[config.mk]
export PLATFORM = sky130hd
export DESIGN_NAME = qupls4_checkpoint_release
export DESIGN_NICKNAME = d
export VERILOG_FILES = /design/src/rtl/Qupls4_pkg.sv /design/src/rtl/Qupls4_chkpt_age_mask.sv /design/src/rtl/qupls4_checkpoint_release.sv
export SDC_FILE = /design/constraint.sdc
export NUM_CORES = 1
export LEC_CHECK = 0
export CORE_ASPECT_RATIO = 0.9
export CORE_MARGIN = 8
export CORE_UTILIZATION = 40
export CTS_CLUSTER_DIAMETER = 60
export DETAILED_ROUTE_END_ITERATION = 10
export PLACE_DENSITY = 0.68
export SYNTH_ARGS = -nofsm -noshare
export SYNTH_HDL_FRONTEND = slang
export SYNTH_SLANG_ARGS = --single-unit
[constraint.sdc]
create_clock -name clk -period 12.8 [get_ports clk]
set_clock_uncertainty 0.1 [all_clocks]
set_input_delay 2.56 -clock clk [delete_from_list [all_inputs] [get_ports clk]]
set_output_delay 2.56 -clock clk [all_outputs]
set_load 0.02 [all_outputs]
[src/rtl/Qupls4_pkg.sv]
// Shared checkpoint types for the Qupls4 rename/checkpoint path.
package Qupls4_pkg;

  localparam int NCHECK = 16;
  localparam int CHKW   = $clog2(NCHECK);

  typedef logic [CHKW-1:0] checkpt_ndx_t;

  typedef struct packed {
    logic         valid;
    logic         resolved;
    checkpt_ndx_t ndx;
  } chkpt_rel_slot_t;

  function automatic logic [CHKW:0] popcnt(input logic [NCHECK-1:0] v);
    popcnt = '0;
    for (int i = 0; i < NCHECK; i++) popcnt = popcnt + {{CHKW{1'b0}}, v[i]};
  endfunction

endpackage

[src/rtl/Qupls4_chkpt_age_mask.sv]
// Marks every queue slot that is younger than flush_slot, with age measured from head.
module Qupls4_chkpt_age_mask
  import Qupls4_pkg::*;
(
  input  checkpt_ndx_t       head,
  input  checkpt_ndx_t       flush_slot,
  output logic [NCHECK-1:0]  younger
);

  checkpt_ndx_t flush_age;

  assign flush_age = flush_slot - head;

  always_comb begin
    younger = '0;
    for (int s = 0; s < NCHECK; s++) begin
      younger[s] = (checkpt_ndx_t'(s) - head) > flush_age;
    end
  end

endmodule

[src/rtl/qupls4_checkpoint_release.sv]
// In-order tracker of allocated branch checkpoints: retires resolved ones from the head,
// flushes younger ones on a mispredict, and reports freed indices to the allocator.
module qupls4_checkpoint_release
  import Qupls4_pkg::*;
#(
  parameter int NCHECK = Qupls4_pkg::NCHECK,
  parameter int NRES   = 2
)(
  input  logic                     clk,
  input  logic                     rst,
  input  logic                     alloc_v,
  input  checkpt_ndx_t             alloc_ndx,
  input  logic [NRES-1:0]          res_v,
  input  checkpt_ndx_t [NRES-1:0]  res_ndx,
  input  logic [NRES-1:0]          res_mispred,
  output logic [NCHECK-1:0]        chkpts_to_free,
  output logic                     restore_v,
  output checkpt_ndx_t             restore_ndx,
  output logic [$clog2(NCHECK):0]  count,
  output logic                     err
);

  typedef logic [$clog2(NCHECK):0] cnt_t;

  // Inputs are valid-only qualifiers with no back-pressure: every asserted alloc_v/res_v
  // is consumed on the edge that samples it; outputs are registered single-cycle pulses.
  chkpt_rel_slot_t            slots     [NCHECK];
  chkpt_rel_slot_t            slots_nxt [NCHECK];
  checkpt_ndx_t               head, tail, head_nxt, tail_nxt, h1;
  checkpt_ndx_t               flush_slot, flush_ndx;
  checkpt_ndx_t [NRES-1:0]    hit_slot;
  logic [NRES-1:0]            hit, mp;
  logic [NCHECK-1:0]          valid_vec, young1, young_f, flush_mask, free_nxt;
  logic                       sel1, flush_v, pop0, pop1, alloc_bad, alloc_ok, err_nxt;
  cnt_t                       npop, count_nxt;

  always_comb begin
    valid_vec = '0;
    for (int p = 0; p < NRES; p++) begin
      hit[p]      = 1'b0;
      hit_slot[p] = '0;
    end
    for (int s = 0; s < NCHECK; s++) begin
      valid_vec[s] = slots[s].valid;
      for (int p = 0; p < NRES; p++) begin
        if (slots[s].valid && slots[s].ndx == res_ndx[p]) begin
          hit[p]      = 1'b1;
          hit_slot[p] = checkpt_ndx_t'(s);
        end
      end
    end
  end

  // Port 1 wins only when port 0's slot lies younger than port 1's.
  Qupls4_chkpt_age_mask u_sel_age (
    .head       (head),
    .flush_slot (hit_slot[1]),
    .younger    (young1)
  );

  Qupls4_chkpt_age_mask u_flush_age (
    .head       (head),
    .flush_slot (flush_slot),
    .younger    (young_f)
  );

  assign mp         = res_v & res_mispred & hit;
  assign sel1       = mp[1] && (!mp[0] || young1[hit_slot[0]]);
  assign flush_v    = |mp;
  assign flush_slot = sel1 ? hit_slot[1] : hit_slot[0];
  assign flush_ndx  = sel1 ? res_ndx[1] : res_ndx[0];
  assign flush_mask = flush_v ? (young_f & valid_vec) : '0;

  // Retire looks at the resolved bits registered before this edge.
  assign h1    = head + 1'b1;
  assign pop0  = slots[head].valid && slots[head].resolved;
  assign pop1  = pop0 && slots[h1].valid && slots[h1].resolved && !flush_mask[h1];
  assign npop  = cnt_t'(pop0) + cnt_t'(pop1);

  assign alloc_bad = alloc_v && (alloc_ndx == '0 || count == cnt_t'(NCHECK - 1));
  assign alloc_ok  = alloc_v && !alloc_bad && !flush_v;
  assign err_nxt   = err || alloc_bad || |(res_v & ~hit);

  always_comb begin
    slots_nxt = slots;
    free_nxt  = '0;
    for (int p = 0; p < NRES; p++) begin
      if (res_v[p] && !res_mispred[p] && hit[p]) slots_nxt[hit_slot[p]].resolved = 1'b1;
    end
    if (flush_v) slots_nxt[flush_slot].resolved = 1'b1;
    for (int s = 0; s < NCHECK; s++) begin
      if (flush_mask[s]) begin
        slots_nxt[s].valid      = 1'b0;
        free_nxt[slots[s].ndx]  = 1'b1;
      end
    end
    if (pop0) begin
      slots_nxt[head].valid      = 1'b0;
      free_nxt[slots[head].ndx]  = 1'b1;
    end
    if (pop1) begin
      slots_nxt[h1].valid        = 1'b0;
      free_nxt[slots[h1].ndx]    = 1'b1;
    end
    // An alloc that collides with a flush is handed straight back so it cannot leak.
    if (alloc_v && flush_v) free_nxt[alloc_ndx] = 1'b1;
    if (alloc_ok) slots_nxt[tail] = '{valid: 1'b1, resolved: 1'b0, ndx: alloc_ndx};
    free_nxt[0] = 1'b0;
    head_nxt  = head + checkpt_ndx_t'(npop);
    tail_nxt  = flush_v ? flush_slot + 1'b1 : (alloc_ok ? tail + 1'b1 : tail);
    count_nxt = count - npop - popcnt(flush_mask) + cnt_t'(alloc_ok);
  end

  always_ff @(posedge clk or negedge rst) begin
    if (!rst) begin
      for (int s = 0; s < NCHECK; s++) slots[s] <= '0;
      head           <= '0;
      tail           <= '0;
      count          <= '0;
      chkpts_to_free <= '0;
      restore_v      <= 1'b0;
      restore_ndx    <= '0;
      err            <= 1'b0;
    end else begin
      slots          <= slots_nxt;
      head           <= head_nxt;
      tail           <= tail_nxt;
      count          <= count_nxt;
      chkpts_to_free <= free_nxt;
      restore_v      <= flush_v;
      if (flush_v) restore_ndx <= flush_ndx;
      err            <= err_nxt;
    end
  end

endmodule
==> results.sh, run 1 <==
export IMPL_ys_ff_latch=130
export IMPL_core_um2=38500
export IMPL_fin_nets=2348
export IMPL_die_area_um2=45800
export IMPL_drt_total_wl_um=87500
export IMPL_synth_edff_count=0
export IMPL_worst_slack_ns=-0.893
export IMPL_layout_commonest_cell="buf_4"
export IMPL_drt_vias_per_instance=6.61
export IMPL_regToRegSetupSlack_ns=0.77
export IMPL_antenna_found_initial=6
export IMPL_cts_htree_levels=4
export IMPL_start_util_pct=40.7
export IMPL_crit_required_ns=13.08
export IMPL_grt_overflow_total=0
export IMPL_path_common_cell="ha_4"
export IMPL_io_buffers=44
export IMPL_netlist_area_um2=15700
export IMPL_ys_seq_area_share_pct=20.7
export IMPL_cts_root_buf="clkbuf_16"
export IMPL_grt_pass1_vias=17100
export IMPL_fill_cells=3633
export IMPL_cts_buffer_depth=2
export IMPL_synth_top_area_share_pct=20.7
export IMPL_slew_violations=0
export IMPL_hold_viol=0
export IMPL_grt_pass1_wl_um=124000
export IMPL_hold_path_class="register to register"
export IMPL_stdcell_count=2778
export IMPL_yosysWarnings=0
export IMPL_final_area_um2=20700
export IMPL_crit_path_start_kind="input pin"
export IMPL_drive_above_1_share_pct=30.6
export IMPL_detail_route_iter0_violations=2958
export IMPL_arrival_ns=13.98
export IMPL_globalRouteTotalUtil_pct=37.3
export IMPL_grt_max_degree=72
export IMPL_synth_cells=1934
export IMPL_drc=0
export IMPL_crit_path_end_kind="register"
export IMPL_yosysTopAreaCell="dfrtp_1"
export IMPL_setup_viol=3
export IMPL_postSynth_asyncResetShare_pct=100
export IMPL_die_y_um=204
export IMPL_avgSynthCellArea_um2=8.11
export IMPL_min_path_cells=2
export IMPL_syn_nets=2041
export IMPL_drv_cap=0
export IMPL_max_freq_mhz=73.0
export IMPL_firstDrtPassIters=9
export IMPL_clk_pin_slew_ns=0.06
export IMPL_synth_area_leaders="dfrtp_1, mux4_2, xor2_1"
export IMPL_crit_fanout=5
export IMPL_io_pins=46
export IMPL_timing_rr_end="count[4]"
export IMPL_period_share_pct=107
export IMPL_cts_tree="yes"
export IMPL_layout_common_cells="buf_4, nand2_1, dfrtp_1, nor2_1, nand3_1"
export IMPL_antenna_left=0
export IMPL_die_width_um=225
export IMPL_tightest_slew_ns=1.21
export IMPL_syn2layout_area_growth_pct=31.8
export IMPL_row_count=68
export IMPL_cpMaxStageDelayCell="or4_4"
export IMPL_numCtsBuffers=17
export IMPL_synth_ff_type="dfrtp_1"
export IMPL_gp_congestion=1.04
export IMPL_placed_cells=2700
export IMPL_min_delay_start="restore_ndx[2]"
export IMPL_dp_hpwl_um=68600
export IMPL_placed_cell_area_um2=19100
export IMPL_min_to="restore_ndx[2]"
export IMPL_period_minus_slack_ns=13.69
export IMPL_r2r_cells=60
export IMPL_rsz0062_at_grt="true"
export IMPL_final_seq_area_um2=3250
export IMPL_regToRegStartpoint="slots[62]"
export IMPL_n_antenna_cell=0
export IMPL_violations="setup timing"
export IMPL_relSlewSlack_pct=18.4
export IMPL_ys_types=99
export IMPL_num_vias=18400
export IMPL_insertion_delay_ns=0.47
export IMPL_status="complete, but fails checks"
export IMPL_max_stage_delay_ns=0.55
export IMPL_multi_input_area_um2=12200
export IMPL_cts_sinks=130
export IMPL_post_drt_wl_per_cell_um=31.5
export IMPL_path_class="input pin to register"
[layer usage]
layer / track usage (%) / share of wire [%] / vias to the layer above
met4: 12.1 / 3.5 / 6
met2: 50.2 / 39 / 1389
met3: 16.0 / 16 / 237
met1: 52.5 / 42 / 8971
met5: 0 / 0.066 / -
li1: - / - / 7747
[cells in the mapped netlist, types with 19 or more instances]
cell type and count:
dfrtp_1 130, nand3_1 98, nor3_1 65, xor2_1 101
nand4_1 55, clkbuf_1 100, o22ai_1 24, a21oi_1 79
o211ai_1 19, xnor2_1 58, inv_1 99, a211oi_1 20
a31oi_1 28, nand2_1 212, nor2_1 125, ha_1 70
nor2b_1 36, mux4_2 42, mux2_2 59, o21ai_0 43
nand2b_1 36, nor4_1 48
[how the worst max path moves through the flow]
stage               depth (start not counted)  startpoint  endpoint  slack (ns)
floorplan                                  64  res_ndx[7]  count[4]       -1.45
global placement                           65  res_ndx[6]  count[4]       -1.85
detailed placement                         65  res_ndx[6]  count[4]       -2.03
CTS                                        68  res_ndx[6]  count[4]       -0.73
global route                               62  res_ndx[7]  count[4]       -1.29
finish                                     60  res_ndx[5]  count[4]       -0.89
[cell families (layout without fill, tap and decap cells)]
| kind of cell | after synthesis | after routing | synth area share [%] |
|---|---|---|---|
| compound gates | 386 | 386 | 18.1 |
| xor+xnor | 159 | 159 | 8.88 |
| fa+ha+maj | 98 | 98 | 8.54 |
| buf+inv | 251 | 569 | 6.70 |
| flops | 130 | 130 | 20.7 |
| mux | 105 | 105 | 10.5 |
| other cells | 1 | 1 | 0.0239 |
| simple gates | 804 | 805 | 26.5 |
[worst max-delay path, delay by kind of cell]
kind	cells	cell delay (ns)
AO/OA/AOI/OAI	14	2.41
XOR/XNOR	5	0.73
adder cells (fa/ha/maj)	13	4.03
buffers and inverters	11	0.98
AND/OR/NAND/NOR	17	3.23
[final cells by class]
| class | instances | share of cell area [%] |
|---|---|---|
| sequential | 130 | 15.7 |
| tap | 525 | 3.18 |
| inverter | 103 | 1.91 |
| multi-input combinational | 1554 | 59.1 |
| timing repair buffer | 435 | 17.2 |
| clock inverter | 13 | 0.720 |
| clock buffer | 18 | 2.12 |
[sequential cells by signal (all words and copies together) (netlist names)]
| signal | count |
|---|---|
| head | 4 |
| slots | 96 |
| restore_v | 1 |
| err | 1 |
| chkpts_to_free | 15 |
| count | 5 |
| restore_ndx | 4 |
| tail | 4 |
[metrics by stage]
| step | worst slack (ns) | setup TNS, ns | utilization [%] | hold slack (ns) |
|---|---|---|---|---|
| after floorplan | -1.45 | -3.52 | - | 0.408 |
| after global placement | -1.85 | -5.28 | 49.5 | 0.439 |
| after detailed placement | -2.03 | -5.92 | 49.5 | 0.443 |
| after CTS | -0.730 | -1.22 | 52.9 | 0.456 |
| after global routing | -1.29 | -2.82 | 53.6 | 0.490 |
| final | -0.893 | -1.68 | 53.6 | 0.449 |
[repair_timing]
item | 4_1_cts | 5_1_grt
cloned | 3 | 0
buffers inserted | 33 | 15
setup endpoints to repair | 4 | 4
resized for setup | 93 | 49
pin swaps | 74 | 72
hold buffers | 0 | 0
Power of run 1 is left out: the tool's default activity adds up to more than one toggle a clock period on the data nets, which glitch-free logic cannot reach.
==> run 2: changes to the inputs <==
MAX_ROUTING_LAYER = met4   (was not set)
RECOVER_POWER = 100   (was not set)
==> results.sh, run 2 (synthesis results as in run 1) <==
export IMPL_relSlewSlack_pct=-155
export IMPL_path_common_cell="ha_4"
export IMPL_fill_cells=3625
export IMPL_critPathLaunch="res_ndx[5]"
export IMPL_path_class="input pin to register"
export IMPL_slew_violations=133
export IMPL_hold_viol=0
export IMPL_period_minus_slack_ns=13.87
export IMPL_drv_cap=2
export IMPL_die_width_um=225
export IMPL_crit_path_start_kind="input pin"
export IMPL_insertion_delay_ns=0.46
export IMPL_drive_above_1_share_pct=29.4
export IMPL_tightest_slew_ns=3.83
export IMPL_max_stage_delay_ns=0.87
export IMPL_firstDrtPassIters=5
export IMPL_timing_rr_end="count[4]"
export IMPL_post_drt_wl_per_cell_um=31.8
export IMPL_crit_fanout=7
export IMPL_largest_register="slots"
export IMPL_regToRegStartpoint="slots[81]"
export IMPL_rsz0062_at_grt="true"
export IMPL_grt_overflow_total=0
export IMPL_reg_top3="slots x96, chkpts_to_free x15, count x5"
export IMPL_io_buffers=44
export IMPL_num_vias=18600
export IMPL_regToRegSetupSlack_ns=0.68
export IMPL_pre_cts_slack_ns=-1.97
export IMPL_layout_common_cells="buf_4, nand2_1, dfrtp_1, nor2_1, nand3_1"
export IMPL_cts_sinks=130
export IMPL_dp_hpwl_um=68800
export IMPL_drt_vias_per_instance=6.72
export IMPL_r2r_cells=62
export IMPL_cpMaxStageDelayCell="nor4_1"
export IMPL_layout_commonest_cell="buf_4"
export IMPL_globalRouteTotalUtil_pct=38.4
export IMPL_worstSetupEndpoint="count[4]"
export IMPL_cts_buffer_depth=2
export IMPL_drt_total_wl_um=87900
export IMPL_cts_root_buf="clkbuf_16"
export IMPL_numCtsBuffers=17
export IMPL_die_area_um2=45800
export IMPL_fin_nets=2333
export IMPL_period_share_pct=108
export IMPL_cts_hold_buf=0
export IMPL_arrival_ns=14.15
export IMPL_row_count=68
export IMPL_grt_pass1_vias=17200
export IMPL_start_util_pct=40.7
export IMPL_crit_required_ns=13.08
export IMPL_io_pins=46
export IMPL_crit_path_end_kind="register"
export IMPL_violations="capacitance limit, slew limit, setup timing"
export IMPL_drc=0
export IMPL_setup_viol=3
export IMPL_detail_route_iter0_violations=3031
export IMPL_grt_max_degree=71
export IMPL_cts_tree="yes"
export IMPL_hold_path_class="register to register"
export IMPL_worst_slack_ns=-1.07
export IMPL_die_y_um=204
export IMPL_cts_htree_levels=4
export IMPL_status="complete, but fails checks"
export IMPL_clk_pin_slew_ns=0.06
export IMPL_antenna_left=0
export IMPL_syn2layout_area_growth_pct=31.5
export IMPL_antenna_found_initial=8
export IMPL_largest_reg_flops=96
export IMPL_max_freq_mhz=72.1
export IMPL_gp_congestion=1.05
export IMPL_grt_pass1_wl_um=124000
export IMPL_core_um2=38500
## run 2: changes by cell type in the layout (fill, tap and decap cells not counted), moves of 3 or more
| cell | previous run | this run |
|---|---|---|
| buf_12 | 7 | 11 |
| inv_1 | 91 | 88 |
| clkdlybuf4s50_1 | 39 | 12 |
| buf_4 | 375 | 346 |
| clkbuf_1 | 0 | 11 |
| inv_6 | 5 | 2 |
| nor2_1 | 118 | 121 |
| inv_2 | 7 | 10 |
| diode_2 | 0 | 5 |
| clkbuf_8 | 1 | 4 |
| dlygate4sd3_1 | 0 | 27 |
## run 2: metrics by stage
step	util (%)	hold WS [ns]	instances	area [um^2]	setup TNS, ns
after floorplan	-	0.408	1934	16000	-3.52
after global placement	49.3	0.440	2684	19000	-5.09
after detailed placement	49.3	0.448	2684	19000	-5.56
after CTS	52.6	0.456	2745	20300	-1.73
after global routing	53.5	0.467	2768	20600	-3.40
final	53.5	0.456	2768	20600	-2.21
## run 2: final cells by class
class	instances	area, um^2	area share (%)
Tap cell	525	657	3.19
Clock buffer	21	480	2.33
Inverter	103	394	1.91
Sequential cell	130	3250	15.8
Clock inverter	10	171	0.831
Timing Repair Buffer	421	3440	16.7
Multi-Input combinational cell	1553	12200	59.2
Antenna cell	5	12.5	0.0607
## run 2: how the worst min path moves through the flow
| stage | slack [ns] | startpoint | cells after the start | end |
|---|---|---|---|---|
| 6_report | 0.46 | restore_ndx[0] | 2 | restore_ndx[0] |
| 5_1_grt | 0.47 | restore_ndx[0] | 2 | restore_ndx[0] |
| 4_1_cts | 0.46 | restore_ndx[0] | 2 | restore_ndx[0] |
| 3_5_place_dp | 0.45 | restore_ndx[0] | 2 | restore_ndx[0] |
| 3_3_place_gp | 0.44 | restore_ndx[2] | 2 | restore_ndx[2] |
| 2_1_floorplan | 0.41 | slots[16] | 2 | slots[16] |
## run 2: layer usage
layer	routed length [um]	global-route usage (%)	vias to the layer above	share of wire, %
met5	0	-	-	0
met4	3370	12.4	0	3.8
met3	13900	14.3	222	16
met2	33600	49.5	1562	38
met1	37000	53.9	9098	42
li1	-	-	7725	-
## run 2: timing repair
item	in CTS	in global routing
pin swaps	68	56
cloned	2	0
endpoints found under the hold margin	0	0
setup buffers	28	19
setup endpoints to repair	4	4
gates resized for setup	74	58
## run 2: worst max-delay path: cells and delay by family
family	cells	cell delay, ns
compound gates	18	2.79
xor+xnor	5	0.84
fa+ha+maj	13	4.02
buf+inv	15	1.53
simple gates	14	2.38
Power of run 2 is left out for the same reason.
